[config.mk]
export PLATFORM = sky130hd
export DESIGN_NAME = id_ex_pipe_stage
export DESIGN_NICKNAME = d
export VERILOG_FILES = /design/src/rtl/lc3b_types_pkg.sv /design/src/rtl/id_ex_pipe_stage_payload_reg.sv /design/src/rtl/id_ex_pipe_stage.sv
export SDC_FILE = /design/constraint.sdc
export NUM_CORES = 1
export LEC_CHECK = 0
export CORE_UTILIZATION = 29
export CTS_CLUSTER_SIZE = 24
export DETAILED_ROUTE_END_ITERATION = 12
export GPL_TIMING_DRIVEN = 0
export PLACE_DENSITY = 0.59
export SYNTH_ARGS = -nofsm -noshare
export SYNTH_HDL_FRONTEND = slang
export SYNTH_SLANG_ARGS = --single-unit
[constraint.sdc]
create_clock -name clk -period 2 [get_ports clk]
set_clock_uncertainty 0.05 [all_clocks]
set_input_delay 0.3 -clock clk [delete_from_list [all_inputs] [get_ports clk]]
set_output_delay 0.3 -clock clk [all_outputs]
set_load 0.03 [all_outputs]
[src/rtl/lc3b_types_pkg.sv]
// Shared LC-3b types for the pipeline: opcode encoding, decoded control word
// and the occupancy state of a flow-controlled stage register.
package lc3b_types;

    typedef enum logic [3:0] {
        op_br   = 4'b0000,
        op_add  = 4'b0001,
        op_ldb  = 4'b0010,
        op_stb  = 4'b0011,
        op_jsr  = 4'b0100,
        op_and  = 4'b0101,
        op_ldr  = 4'b0110,
        op_str  = 4'b0111,
        op_rti  = 4'b1000,
        op_not  = 4'b1001,
        op_ldi  = 4'b1010,
        op_sti  = 4'b1011,
        op_jmp  = 4'b1100,
        op_shf  = 4'b1101,
        op_lea  = 4'b1110,
        op_trap = 4'b1111
    } lc3b_opcode;

    typedef enum logic [1:0] {
        EMPTY = 2'd0,
        ONE   = 2'd1,
        FULL  = 2'd2
    } stage_state_t;

    // Decoded control word travelling with each instruction (30 bits).
    typedef struct packed {
        lc3b_opcode  opcode;
        logic [2:0]  aluop;
        logic        load_regfile;
        logic        load_cc;
        logic        load_mar;
        logic        load_mdr;
        logic [1:0]  pcmux_sel;
        logic [1:0]  alumux_sel;
        logic [1:0]  regfilemux_sel;
        logic [1:0]  marmux_sel;
        logic        mdrmux_sel;
        logic        mem_read;
        logic        mem_write;
        logic [1:0]  mem_byte_enable;
        logic [2:0]  dest;
        logic [2:0]  sr1;
    } ctrl_struct;

    localparam int LC3B_WORD_W = 16;

    function automatic logic [1:0] stage_occupancy(input stage_state_t s);
        case (s)
            ONE:     return 2'd1;
            FULL:    return 2'd2;
            default: return 2'd0;
        endcase
    endfunction

endpackage

[src/rtl/id_ex_pipe_stage_payload_reg.sv]
// Width-parametrised payload register with load enable and synchronous
// active-low clear; holds one concatenated pipeline beat.
module stage_payload_reg #(
    parameter int W = 8
) (
    input  logic         clk,
    input  logic         rst_n,
    input  logic         i_load,
    input  logic [W-1:0] i_d,
    output logic [W-1:0] o_q
);

    logic [W-1:0] r_q;

    always_ff @(posedge clk) begin
        if (!rst_n) begin
            r_q <= '0;
        end else if (i_load) begin
            r_q <= i_d;
        end
    end

    assign o_q = r_q;

endmodule

[src/rtl/id_ex_pipe_stage.sv]
// Generic valid/ready pipeline stage (PC, IR, operands, control) with an
// optional 2-entry skid buffer and a bubble-injecting flush.
//
// state | meaning
// EMPTY | nothing held, out_valid=0
// ONE   | main entry valid
// FULL  | main + skid valid, upstream stalled (SKID=1 only)
module id_ex_pipe_stage
    import lc3b_types::*;
#(
    parameter int                DATA_W   = LC3B_WORD_W,
    parameter int                NUM_OPS  = 2,
    parameter int                CTRL_W   = $bits(ctrl_struct),
    parameter bit                SKID     = 1'b1,
    parameter logic [CTRL_W-1:0] CTRL_NOP = '0
) (
    input  logic                      clk,
    input  logic                      rst_n,
    input  logic                      flush,
    input  logic                      in_valid,
    output logic                      in_ready,
    input  logic [DATA_W-1:0]         in_pc,
    input  logic [DATA_W-1:0]         in_ir,
    input  logic [NUM_OPS*DATA_W-1:0] in_ops,
    input  logic [CTRL_W-1:0]         in_ctrl,
    output logic                      out_valid,
    input  logic                      out_ready,
    output logic [DATA_W-1:0]         out_pc,
    output logic [DATA_W-1:0]         out_ir,
    output logic [NUM_OPS*DATA_W-1:0] out_ops,
    output logic [CTRL_W-1:0]         out_ctrl,
    output lc3b_opcode                out_opcode,
    output logic [1:0]                occupancy
);

    localparam int OPS_W = NUM_OPS * DATA_W;
    localparam int PAY_W = 2 * DATA_W + OPS_W + CTRL_W;

    stage_state_t     r_state;
    stage_state_t     w_state_nxt;
    logic             r_in_ready;
    logic             w_in_ready;
    logic             w_in_fire;
    logic             w_out_fire;
    logic             w_out_valid;
    logic             w_main_load;
    logic             w_skid_load;
    logic             w_main_sel_skid;
    logic [PAY_W-1:0] w_in_payload;
    logic [PAY_W-1:0] w_main_d;
    logic [PAY_W-1:0] w_main_q;
    logic [PAY_W-1:0] w_skid_q;

    assign w_in_payload = {in_pc, in_ir, in_ops, in_ctrl};
    assign w_in_fire    = in_valid & w_in_ready;
    assign w_out_fire   = w_out_valid & out_ready;

    // in_ready is registered from the next state so it never depends on out_ready.
    always_ff @(posedge clk) begin
        if (!rst_n) begin
            r_state    <= EMPTY;
            r_in_ready <= 1'b1;
        end else begin
            r_state    <= w_state_nxt;
            r_in_ready <= (w_state_nxt != FULL);
        end
    end

    always_comb begin
        w_state_nxt     = r_state;
        w_main_load     = 1'b0;
        w_skid_load     = 1'b0;
        w_main_sel_skid = 1'b0;
        if (flush) begin
            w_state_nxt = EMPTY;
        end else begin
            case (r_state)
                EMPTY: begin
                    if (w_in_fire) begin
                        w_state_nxt = ONE;
                        w_main_load = 1'b1;
                    end
                end
                ONE: begin
                    if (w_in_fire && w_out_fire) begin
                        w_main_load = 1'b1;
                    end else if (w_in_fire && SKID) begin
                        w_state_nxt = FULL;
                        w_skid_load = 1'b1;
                    end else if (w_out_fire) begin
                        w_state_nxt = EMPTY;
                    end
                end
                FULL: begin
                    if (w_out_fire) begin
                        w_state_nxt     = ONE;
                        w_main_load     = 1'b1;
                        w_main_sel_skid = 1'b1;
                    end
                end
                default: w_state_nxt = EMPTY;
            endcase
        end
    end

    always_comb begin
        w_out_valid = 1'b0;
        occupancy   = stage_occupancy(r_state);
        case (r_state)
            ONE:     w_out_valid = 1'b1;
            FULL:    w_out_valid = 1'b1;
            default: w_out_valid = 1'b0;
        endcase
    end

    assign w_main_d = w_main_sel_skid ? w_skid_q : w_in_payload;

    stage_payload_reg #(.W(PAY_W)) u_main (
        .clk    (clk),
        .rst_n  (rst_n),
        .i_load (w_main_load),
        .i_d    (w_main_d),
        .o_q    (w_main_q)
    );

    generate
        if (SKID) begin : g_skid
            stage_payload_reg #(.W(PAY_W)) u_skid (
                .clk    (clk),
                .rst_n  (rst_n),
                .i_load (w_skid_load),
                .i_d    (w_in_payload),
                .o_q    (w_skid_q)
            );
            assign w_in_ready = r_in_ready & rst_n;
        end else begin : g_noskid
            assign w_skid_q   = '0;
            assign w_in_ready = out_ready | ~w_out_valid;
        end
    endgenerate

    assign in_ready   = w_in_ready;
    assign out_valid  = w_out_valid;
    assign out_pc     = w_main_q[CTRL_W + OPS_W + DATA_W +: DATA_W];
    assign out_ir     = w_main_q[CTRL_W + OPS_W +: DATA_W];
    assign out_ops    = w_main_q[CTRL_W +: OPS_W];
    assign out_ctrl   = w_out_valid ? w_main_q[CTRL_W-1:0] : CTRL_NOP;
    assign out_opcode = lc3b_opcode'(out_ir[DATA_W-1 -: 4]);

endmodule

==> flow_metrics.tcl <==
set metrics [dict create \
    clkTransAtPathRegs_ns 0.08 \
    wire_per_inst_um 15.92 \
    drive_gt1_share_pct 31.42 \
    start_util_pct 29.44 \
    die_w_um 175.5 \
    finalSetupViolations 132 \
    placed_cells 1547 \
    row_count 63 \
    r2r_cells 9 \
    p_switching_uw 2315 \
    r2r_start "r_state[1]$_SDFF_PN0_" \
    hold_viol 0 \
    drt-vias-per-instance 4.564 \
    synth-warning-count 0 \
    syn-num-nets 1061 \
    htreeDepth 4 \
    clk_path_buf_depth 2 \
    setup_slack_ns -0.1592 \
    regArea_sq_um 3829 \
    grt-ovfl-total 0 \
    track_usage_pct 16.11 \
    grt_pass1_wl_mm 38.79 \
    yosysUniqueCellTypes 27 \
    antenna_found_initial 1 \
    synth_area_sq_um 8726 \
    final_nets 1330 \
    drt-initial-drc-count 328 \
    cp_max_fo 6 \
    slew_headroom_pct 34.19 \
    power_frac_comb_pct 15.2 \
    critical_path_class "flip-flop to primary output" \
    wirelength_mm 25.92 \
    gp_congestion 0.7641 \
    rrSetupSlack_ns -0.13 \
    diodes 0 \
    hold_buffers 0 \
    switching_share_pct 27.00 \
    cts_tree "done" \
    crit_arrival_ns 1.81 \
    multi_input_area_sq_um 4767 \
    syn_inst 957 \
    synth.avg_cell_area_sq_um 9.118 \
    antenna_left 0 \
    worstMarginPinSlew_ns 0.9872 \
    violations "setup timing" \
    p_per_area_nw_per_um2 623.7 \
    endpoint "out_ctrl[29]" \
    cts_buffers 17 \
    die-area_sq_um 30790 \
    fin_cells 1628 \
    status "finished, violations left" \
    synthToLayoutAreaGrowth_pct 57.56 \
    finalCriticalPeriod_ns 2.159 \
    fillers 2814 \
    timing.final.crit_share_pct 108.0 \
    core_area_sq_um 29640 \
    leakagePower_uw 0.007102 \
    fin_hold_ws_ns 0.3977 \
    seq_area_frac_synth_pct 43.82 \
    ir_drop_mv 0.4920 \
    cp-start-kind "flip-flop" \
    worstSkewPairLatency_ns 0.43 \
    r2r-end "u_main.o_q[45]$_SDFFE_PN0P_" \
    crit_required_ns 1.65 \
    rsz0062_at_grt "yes" \
    io_pins 201 \
    grt_max_degree 20 \
    drv_cap 0 \
    hold-path-cell-count 3 \
    cts_root_buffer "clkbuf_16" \
    num_vias 7430 \
    drcViolationCount 0 \
    timing.fmax_ghz 0.4631 \
    drv_slew 0 \
    power.share.clock_pct 38.5 \
    cts_sinks 191 \
    seqPwrFrac_pct 46.3 \
    ys_seq_elements 191 \
    grt_pass1_vias 7278 \
    drtPass1Iterations 4 \
    finalPower_uw 8575 \
    p_int_uw 6260 \
    crit_start "r_state[0]$_SDFF_PN0_" \
    hpwl_mm 17.09 \
    fp.dieH_um 175.5 \
    portBuffers 200 \
    end_kind "primary output" \
    hp-class "input port to flip-flop" \
]
[Yosys cell counts]
library cell,instances,area (sq um)
nand2_1,285,1070
dfxtp_1,191,3824
mux2i_1,94,940.9
o211a_1,94,940.9
a21boi_0,83,623.1
buf_4,68,510.5
clkbuf_1,43,161.4
and2_1,32,200.2
buf_2,31,155.2
a21boi_1,11,82.58
ha_1,5,62.56
a31oi_1,2,12.51
inv_1,2,7.510
nand3_1,2,10.01
nor2_1,2,7.510
a221o_1,1,10.01
a22oi_1,1,7.510
and3_1,1,6.260
maj3_1,1,10.01
nand3b_1,1,7.510
nand4b_1,1,8.760
nor4b_2,1,15.01
o21a_1,1,7.510
o32ai_1,1,8.760
o41ai_2,1,16.27
or4bb_1,1,11.26
xnor2_1,1,8.760
[timing repair]
action / CTS / global route
pin swaps: 3 / 69
setup endpoints to repair: 222 / 221
buffers inserted: 19 / 13
gates resized for setup: 310 / 345
cloned: 5 / 19
[layout make-up]
type                            instances  area share, %
Multi-Input combinational cell        622          34.67
Sequential cell                       191          27.85
Timing Repair Buffer                  256          21.53
Buffer                                136          8.327
Tap cell                              390          3.549
Clock buffer                           18          3.122
Clock inverter                         13         0.8737
Inverter                                2        0.07281
[flip-flops by register name, summed over array words and instances, names as in the netlist]
| name | cells |
|---|---|
| r_in_ready | 1 |
| u_main.o_q | 94 |
| g_skid.u_skid.o_q | 94 |
| r_state | 2 |
[critical path: stages, from the launching register on]
cell	delay [ns]
dfxtp_4	0.39
inv_4	0.05
ha_4	0.27
clkbuf_16	0.15
buf_8	0.12
buf_6	0.11
and2_4	0.14
buf_6	0.13
[cells by family (layout without fill, tap and decap cells)]
group                    Yosys count  in the layout  share of synthesized area [%]
AO/OA/AOI/OAI                    195            195                          19.59
XOR/XNOR                           1              1                         0.1004
flip-flops                       191            191                          43.82
AND/OR/NAND/NOR                  326            326                          15.31
adder cells (fa/ha/maj)            6              6                         0.8317
multiplexers                      94             94                          10.78
buffers and inverters            144            425                          9.564
[metal layers]
layer	part of all wire (%)	track usage [%]
met1	46	20.57
met2	49	27.73
met3	2.8	2.749
met4	1.7	4.638
met5	0.054	0
[power groups by stage]
stage / Clock, uW / Sequential [uW] / Combinational (uW)
6_report: 3300 / 3970 / 1300
5_1_grt: 3560 / 3990 / 1390
4_1_cts: 3390 / 3970 / 1150
3_5_place_dp: 0 / 4060 / 1070
3_3_place_gp: 0 / 4060 / 1070
2_1_floorplan: 0 / 4040 / 586
[placed cells by master (no fill, tap or decap), types with 17 or more instances in the layout]
| master | count |
|---|---|
| o211a_1 | 94 |
| mux2i_1 | 93 |
| clkbuf_16 | 38 |
| a21boi_2 | 25 |
| nand2_1 | 183 |
| buf_4 | 96 |
| dfxtp_1 | 189 |
| buf_6 | 36 |
| nand2_2 | 55 |
| and2_1 | 17 |
| a21boi_1 | 69 |
| clkdlybuf4s50_1 | 165 |
| clkbuf_1 | 20 |
| buf_8 | 24 |
| nand2_4 | 47 |
[how the worst min path moves through the flow]
stage                                             from                                  to  slack (ns)
floorplan           g_skid.u_skid.o_q[41]$_SDFFE_PN0P_  g_skid.u_skid.o_q[41]$_SDFFE_PN0P_        0.38
global placement    g_skid.u_skid.o_q[79]$_SDFFE_PN0P_  g_skid.u_skid.o_q[79]$_SDFFE_PN0P_        0.39
detailed placement  g_skid.u_skid.o_q[83]$_SDFFE_PN0P_  g_skid.u_skid.o_q[83]$_SDFFE_PN0P_        0.39
CTS                                         in_ops[11]  g_skid.u_skid.o_q[41]$_SDFFE_PN0P_        0.39
global route                               in_ctrl[13]  g_skid.u_skid.o_q[13]$_SDFFE_PN0P_        0.38
finish                                     in_ctrl[16]  g_skid.u_skid.o_q[16]$_SDFFE_PN0P_        0.40
[per-stage QoR]
stage               utilization [%]  setup slack [ns]  setup TNS, ns  instance area, sq um
floorplan                         -           -0.1162         -9.581                  8782
global placement              38.03            -1.137        -161.44                 11270
detailed placement            38.03            -1.113        -159.93                 11270
CTS                           41.81           -0.2033         -13.92                 12390
global route                  46.39           -0.2134         -23.23                 13750
finish                        46.39           -0.1592         -9.634                 13750
No activity file was read; power rests on OpenSTA's default activity.
